==> config.mk <==
export PLATFORM = sky130hd
export DESIGN_NAME = ifu_fetch
export DESIGN_NICKNAME = d
export VERILOG_FILES = /design/src/rtl/ifu_fetch.sv
export SDC_FILE = /design/constraint.sdc
export NUM_CORES = 1
export LEC_CHECK = 0
export ABC_AREA = 1
export CORE_MARGIN = 10
export CORE_UTILIZATION = 24
export CTS_BUF_LIST = sky130_fd_sc_hd__clkbuf_8
export DETAILED_ROUTE_END_ITERATION = 10
export DONT_BUFFER_PORTS = 1
export SYNTH_ARGS = -nofsm -noshare
export SYNTH_HDL_FRONTEND = slang
export SYNTH_SLANG_ARGS = --single-unit
==> constraint.sdc <==
create_clock -name clk -period 4.3 [get_ports clk]
set_clock_uncertainty 0.05 [all_clocks]
set_input_delay 0.86 -clock clk [delete_from_list [all_inputs] [get_ports clk]]
set_output_delay 0.86 -clock clk [all_outputs]
set_load 0.005 [all_outputs]
==> src/rtl/ifu_fetch.sv <==
// ifu_fetch: single-outstanding instruction fetch unit.
//
// Issues one word-aligned fetch at a time to instruction memory, holds the
// returned word in a one-entry output buffer until decode takes it, and
// handles branch/jump redirects at any point in the fetch lifecycle.
//
// Ports
//   clk, rst                       clock, synchronous active-high reset
//   redirect_valid/_target         taken branch/jump resolution
//   imem_req_valid/_ready/_addr    fetch request handshake
//   imem_resp_valid/_data          response pulse for the oldest request
//   id_valid/_ready/_pc/_inst      instruction handoff to decode
module ifu_fetch #(
    parameter logic [31:0] RESET_PC = 32'h8000_0000
) (
    input  logic        clk,
    input  logic        rst,
    input  logic        redirect_valid,
    input  logic [31:0] redirect_target,
    output logic        imem_req_valid,
    input  logic        imem_req_ready,
    output logic [31:0] imem_req_addr,
    input  logic        imem_resp_valid,
    input  logic [31:0] imem_resp_data,
    output logic        id_valid,
    input  logic        id_ready,
    output logic [31:0] id_pc,
    output logic [31:0] id_inst
);

    // REQ : request on the bus
    // WAIT: request accepted, response will be kept
    // DROP: request accepted but stale, response will be discarded
    // HOLD: instruction buffered for decode
    typedef enum logic [1:0] {S_REQ, S_WAIT, S_DROP, S_HOLD} state_e;

    state_e      state_q, state_d;
    logic [31:0] pc_q, pc_d;
    logic [31:0] id_pc_q, id_pc_d;
    logic [31:0] id_inst_q, id_inst_d;
    logic        req_valid_q, id_valid_q;
    logic        req_fire, id_fire;

    // Target low bits are forced to zero, so they are intentionally unused.
    logic unused_tgt_lsb;
    assign unused_tgt_lsb = ^redirect_target[1:0];

    assign req_fire = req_valid_q & imem_req_ready;
    assign id_fire  = id_valid_q & id_ready;

    always_comb begin
        state_d   = state_q;
        pc_d      = pc_q;
        id_pc_d   = id_pc_q;
        id_inst_d = id_inst_q;

        if (redirect_valid) begin
            pc_d = {redirect_target[31:2], 2'b00};
            unique case (state_q)
                // An accepted request is now stale; its response must be eaten.
                S_REQ:  state_d = req_fire ? S_DROP : S_REQ;
                S_WAIT: state_d = imem_resp_valid ? S_REQ : S_DROP;
                // A response arriving in the same cycle is the one DROP was
                // waiting for, so nothing is outstanding afterwards.
                S_DROP: state_d = imem_resp_valid ? S_REQ : S_DROP;
                // Held instruction is squashed even if decode takes it now.
                S_HOLD: state_d = S_REQ;
                default: state_d = S_REQ;
            endcase
        end else begin
            unique case (state_q)
                S_REQ: begin
                    if (req_fire) state_d = S_WAIT;
                end
                S_WAIT: begin
                    if (imem_resp_valid) begin
                        id_pc_d   = pc_q;
                        id_inst_d = imem_resp_data;
                        pc_d      = pc_q + 32'd4;  // wraps modulo 2^32
                        state_d   = S_HOLD;
                    end
                end
                S_DROP: begin
                    if (imem_resp_valid) state_d = S_REQ;
                end
                S_HOLD: begin
                    if (id_fire) state_d = S_REQ;
                end
                default: state_d = S_REQ;
            endcase
        end
    end

    // Handshake valids are registered copies of the next-state decode.
    always_ff @(posedge clk) begin
        if (rst) begin
            state_q     <= S_REQ;
            pc_q        <= RESET_PC;
            id_pc_q     <= 32'h0;
            id_inst_q   <= 32'h0;
            req_valid_q <= 1'b1;
            id_valid_q  <= 1'b0;
        end else begin
            state_q     <= state_d;
            pc_q        <= pc_d;
            id_pc_q     <= id_pc_d;
            id_inst_q   <= id_inst_d;
            req_valid_q <= (state_d == S_REQ);
            id_valid_q  <= (state_d == S_HOLD);
        end
    end

    assign imem_req_valid = req_valid_q;
    assign imem_req_addr  = pc_q;
    assign id_valid       = id_valid_q;
    assign id_pc          = id_pc_q;
    assign id_inst        = id_inst_q;

endmodule

[Word-level counts from Yosys, hierarchy flattened]
Cells that the tools add are included.
Storage, ports and cells
  flip-flop bits (word level): 100
  output and inout port bits: 98
  logic and storage cells: 36
Cells by class
  reduce and logical (&&, ||, !) cells: 9
  eq/ne operators: 4
  bitwise operators: 3
  multiplexer cells: 12
  $add $sub $neg: 1
Operator list (number)
  2-to-1 mux 32 bit: 3
  adder 32 x 3 -> 32 bit, second input constant: 1
  2-to-1 mux 2 bit: 7
  case mux 2 bit (4 select lines): 1
  == test 2 bit, second input constant: 3
  case mux 2 bit (3 select lines): 1
  logical NOT 2 bit: 2
  AND reduction 2 bit: 2
  nonzero test 2 bit: 2
  OR reduction 2 bit: 2
  AND reduction 3 bit: 1
  AND 1 bit: 2
  == test 2 x 1 -> 1 bit, second input constant: 1
  inverter 1 bit: 1

[Logic depth before layout (Yosys ltp)]
  depth in word-level cells: 5
  depth in mapped cells: 11
  mapped depth without buffers: 10

[Worst setup path after synthesis]
OpenSTA, ideal clock, no wires.
  path kind: in2reg
  from: in redirect_valid
  to: reg pc_q[24], in the netlist imem_req_addr[24]
  data required time: 4.140 ns
  buffers on the path: 2
  setup slack: 2.418 ns
  cell stages on the path: 10
  library setup time: 0.110 ns
  data arrival time: 1.722 ns
  cells stage by stage: buf_4 inv_2 nand2_1 buf_2 inv_2 a22o_1 inv_1 nand3_1 nand2_1 inv_1
On the way
  longest elaborated chain between the ends: 2
Ends and longest elaborated chain
  start: declaration: RTL line 18  | input logic redirect_valid,
  nonzero test 2 bit (no source line)
  AND reduction 2 bit (no source line)
  end signal: assignment: RTL line 105  | pc_q <= pc_d;
  end: declaration: RTL line 38  | logic [31:0] pc_q, pc_d;
Several ways; a longest one is shown, not always the timed one.
A chain may end at the register's enable or synchronous reset.

[Worst setup path in the final report]
  from: reg state_q[1]
  to: reg pc_q[24], in the netlist imem_req_addr[24]
On the way
  longest elaborated chain between the ends: 3
Ends and longest elaborated chain
  start: declaration: RTL line 37  | state_e state_q, state_d;
  start signal: assignment: RTL line 104  | state_q <= state_d;
  == test 2 x 1 -> 1 bit: RTL line 71  | unique case (state_q)
  nonzero test 2 bit (no source line)
  AND reduction 2 bit (no source line)
No other way between the ends.

==> metrics.md <==
| Metric | Value |
|---|---|
| Status | finished, final reports clean |
| Crit path max fanout | 20 |
| Post-synth EDFFs | 0 |
| Leakage | between 2 and 2.5 nW |
| Drt via density | about 4.8 |
| R2r setup slk | 1.93 ns |
| CTS tree | built |
| Fraction of layout cells with a size suffix above 1 | 0.0705 |
| Largest area contributor in the netlist | dfxtp_1 |
| Final worst slack | just under 2 ns |
| First-pass GRT wire length | between 20 and 25 mm |
| Ports | approximately 170 |
| Full die area | 24900 um^2 |
| Vias | 4164 |
| Most common cell on crit path | inv_1 |
| Most common cell in the netlist | nor2_1 |
| Die H | ~160 um |
| Worst R2R Path Depth | 10 |
| Worst Path Arrival | between 2 and 3 ns |
| GRT overflow | 0 |
| HP Class | flip-flop to flip-flop |
| Core ar. | 18700 um^2 |
| Post-CTS Hold Buffers | 0 |
| Sum Neg Setup Slack | 0 ns |
| Ys Warns | 0 |
| DRC Markers | 0 |
| Tcrit/Tclk final | 0.551 |
| Worst-margin pin slew | 0.980 ns |
| Register area share after synthesis | 0.422 |
| CTS clk-pin slew, worst paths | ~0.090 ns |
| Drt first-iter violations | between 200 and 250 |
| Fillers | 2037 |
| Placement Cell Area | 4690 um^2 |
| CTS Buf Count | 9 |
| CP Launch Type | flip-flop |
| Root buffer cell | clkbuf_8 |
| Pre-CTS setup slack | roughly 1.5 ns |
| Routability cong. | about 0.85 |
| Drt wl/cell | ~18 um |
| Top_reg_cell synth | dfxtp_1 |
| H-tree depth | 3 |
| Number of global-route vias before repair | approximately 4100 |
| Worst vdd ir | 0.000184 V |
| CTS Sinks | between 90 and 100 |
| Drt pass-1 iters | 5 |
| Row cnt | 50 |
| Worst reg2reg path startpoint | state_q[1] |
| Critical path's largest stage delay | roughly 0.50 ns |
| FMAX | about 420 MHz |
| Area grow syn2layout | 9.41% |
| Die width | 158 um |
| Final HPWL DP | about 12 mm |
| Endpoints failing setup | 0 |
| Yosys reg bits | 96 |
| Asr flop ratio synth | 0 |
| Final non-filler cell area | 4980 um^2 |
| Mapped Area | roughly 4500 um^2 |
| RR Endpoint | imem_req_addr[24] |
| Final Hold Viols | 0 |
| Initial Util | 0.243 |
| Critical path required time | around 4.6 ns |
| Synth unique cells | 39 |
| Crit. End Element | flip-flop |
| Final slew viol count | 0 |
| CP endpoint | imem_req_addr[24] |
| Worst slew margin | 0.346 |
| Synth cell count leaders | 139 x nor2_1, 107 x nand2_1, 96 x dfxtp_1 |
| Unrepaired setup endpoints after global routing | false |
| Top cell type's share of synthesized area | 0.422 |
| # Max-Cap Violations | 0 |
| Largest net degree at the start of global routing | between 90 and 100 |
| Power Density | about 390 nW/um^2 |
| Critical path class | flip-flop to flip-flop |
| Syn_area_per_cell | 6.97 um^2 |
| Crit path launch | state_q[1] |
| Postcts setup bufs | 0 |
| Number of gates resized after CTS | 0 |
| Port Buffers | 0 |
| Crit-path cells | inv_1 > ha_1 > nand2_2 > nand2_1 > inv_2 > a22o_1 > inv_1 > nand3_1 > nand2_1 > inv_1 |
| Fin Hold WS | around 0.46 ns |
| Slowest stage cell, crit path | nand2_1 |
| Routed Antenna Nets | 0 |
| Gr usage total | 0.129 |
| Area contributors post-synth | dfxtp_1 42%, nor2_1 11%, nand2_1 8.8% |
| Total power | between 1.5 and 2 mW |
| Min cycle time layout | between 2 and 2.5 ns |
| Longest Clk Path Bufs | 2 |
| Fin nets | between 700 and 800 |
| Clk Latency, worst-skew pair | 0.38 ns |
| Initial antenna violation count | 1 |
| Synth Instances | ~650 |
| Final WL | roughly 16 mm |
==> cells in the final DEF (no fill, tap or decap), types with 4 or more instances in the layout <==
cell type	instances
inv_1	57
nand3_1	39
nand2_1	107
dfxtp_1	96
o211ai_1	5
clkbuf_8	9
inv_2	5
conb_1	4
nand2_2	5
o21ai_0	74
nor2_4	5
a31oi_1	6
a211oi_1	7
a21oi_1	30
ha_1	5
bufinv_16	5
nor2_1	139
nor3_1	6
==> metrics by stage <==
stage | instances | util
6_report | 873 | 0.266
2_1_floorplan | 656 | -
3_5_place_dp | 856 | 0.251
3_3_place_gp | 856 | 0.251
4_1_cts | 872 | 0.266
5_1_grt | 872 | 0.266
==> final cells by class <==
cell class	count	area, um^2	area share
Sequential cell	96	1920	0.386
Clock inverter	7	159	0.0319
Timing Repair Buffer	2	15.0	0.00302
Clock buffer	9	124	0.0249
Tap cell	234	293	0.0588
Multi-Input combinational cell	463	2230	0.449
Antenna cell	1	2.50	0.000503
Inverter	61	229	0.0460
==> flip-flops by register name, indices dropped and copies added, names as in the netlist <==
name            cells
id_inst            32
state_q             2
id_pc              30
imem_req_addr      30
id_valid            1
imem_req_valid      1
==> metal layers <==
layer | wire, um | GRT usage | vias to the layer above
li1 | - | - | 2068
met1 | 6320 | 0.146 | 1904
met2 | 7130 | 0.200 | 179
met3 | 2510 | 0.0801 | 13
met4 | 189 | 0.0343 | 0
met5 | 0 | 0 | -
==> how the worst min path moves through the flow <==
| stage | startpoint | to | slack, ns | depth (start not counted) |
|---|---|---|---|---|
| after global placement | id_pc[25] | id_pc[25] | 0.46 | 2 |
| after floorplan | id_pc[21] | id_pc[21] | 0.44 | 2 |
| after CTS | rst | imem_req_addr[4] | 0.46 | 1 |
| final | id_pc[23] | id_pc[23] | 0.46 | 2 |
| after detailed placement | id_pc[23] | id_pc[23] | 0.46 | 2 |
| after global routing | rst | imem_req_addr[4] | 0.46 | 1 |
==> cell families after synthesis <==
family | Yosys count | synth area share
other | 1 | 0.000824
DFF | 96 | 0.422
adders and majority gates | 5 | 0.0138
xor gates and xnor gates | 3 | 0.00578
and+or+nand+nor | 313 | 0.297
buffers and inverters | 97 | 0.0891
AOI/OAI and AO/OA | 138 | 0.171
==> critical path: cells and delay by family (launching register included) <==
| kind | cells | cell delay, ns |
|---|---|---|
| buffers and inverters | 4 | 0.64 |
| flip-flops | 1 | 0.41 |
| adder cells (fa/ha/maj) | 1 | 0.22 |
| AND/OR/NAND/NOR | 4 | 0.83 |
| AO/OA/AOI/OAI | 1 | 0.17 |
==> report_power, final <==
group / switching, mW / total [mW] / internal, mW / leakage (nW)
Combinational: 0.0840 / 0.127 / 0.0433 / 1.10
Clock: 0.333 / 0.834 / 0.501 / 0.145
Sequential: 0.0532 / 0.977 / 0.924 / 0.782
(Power assumes the default switching activity.)
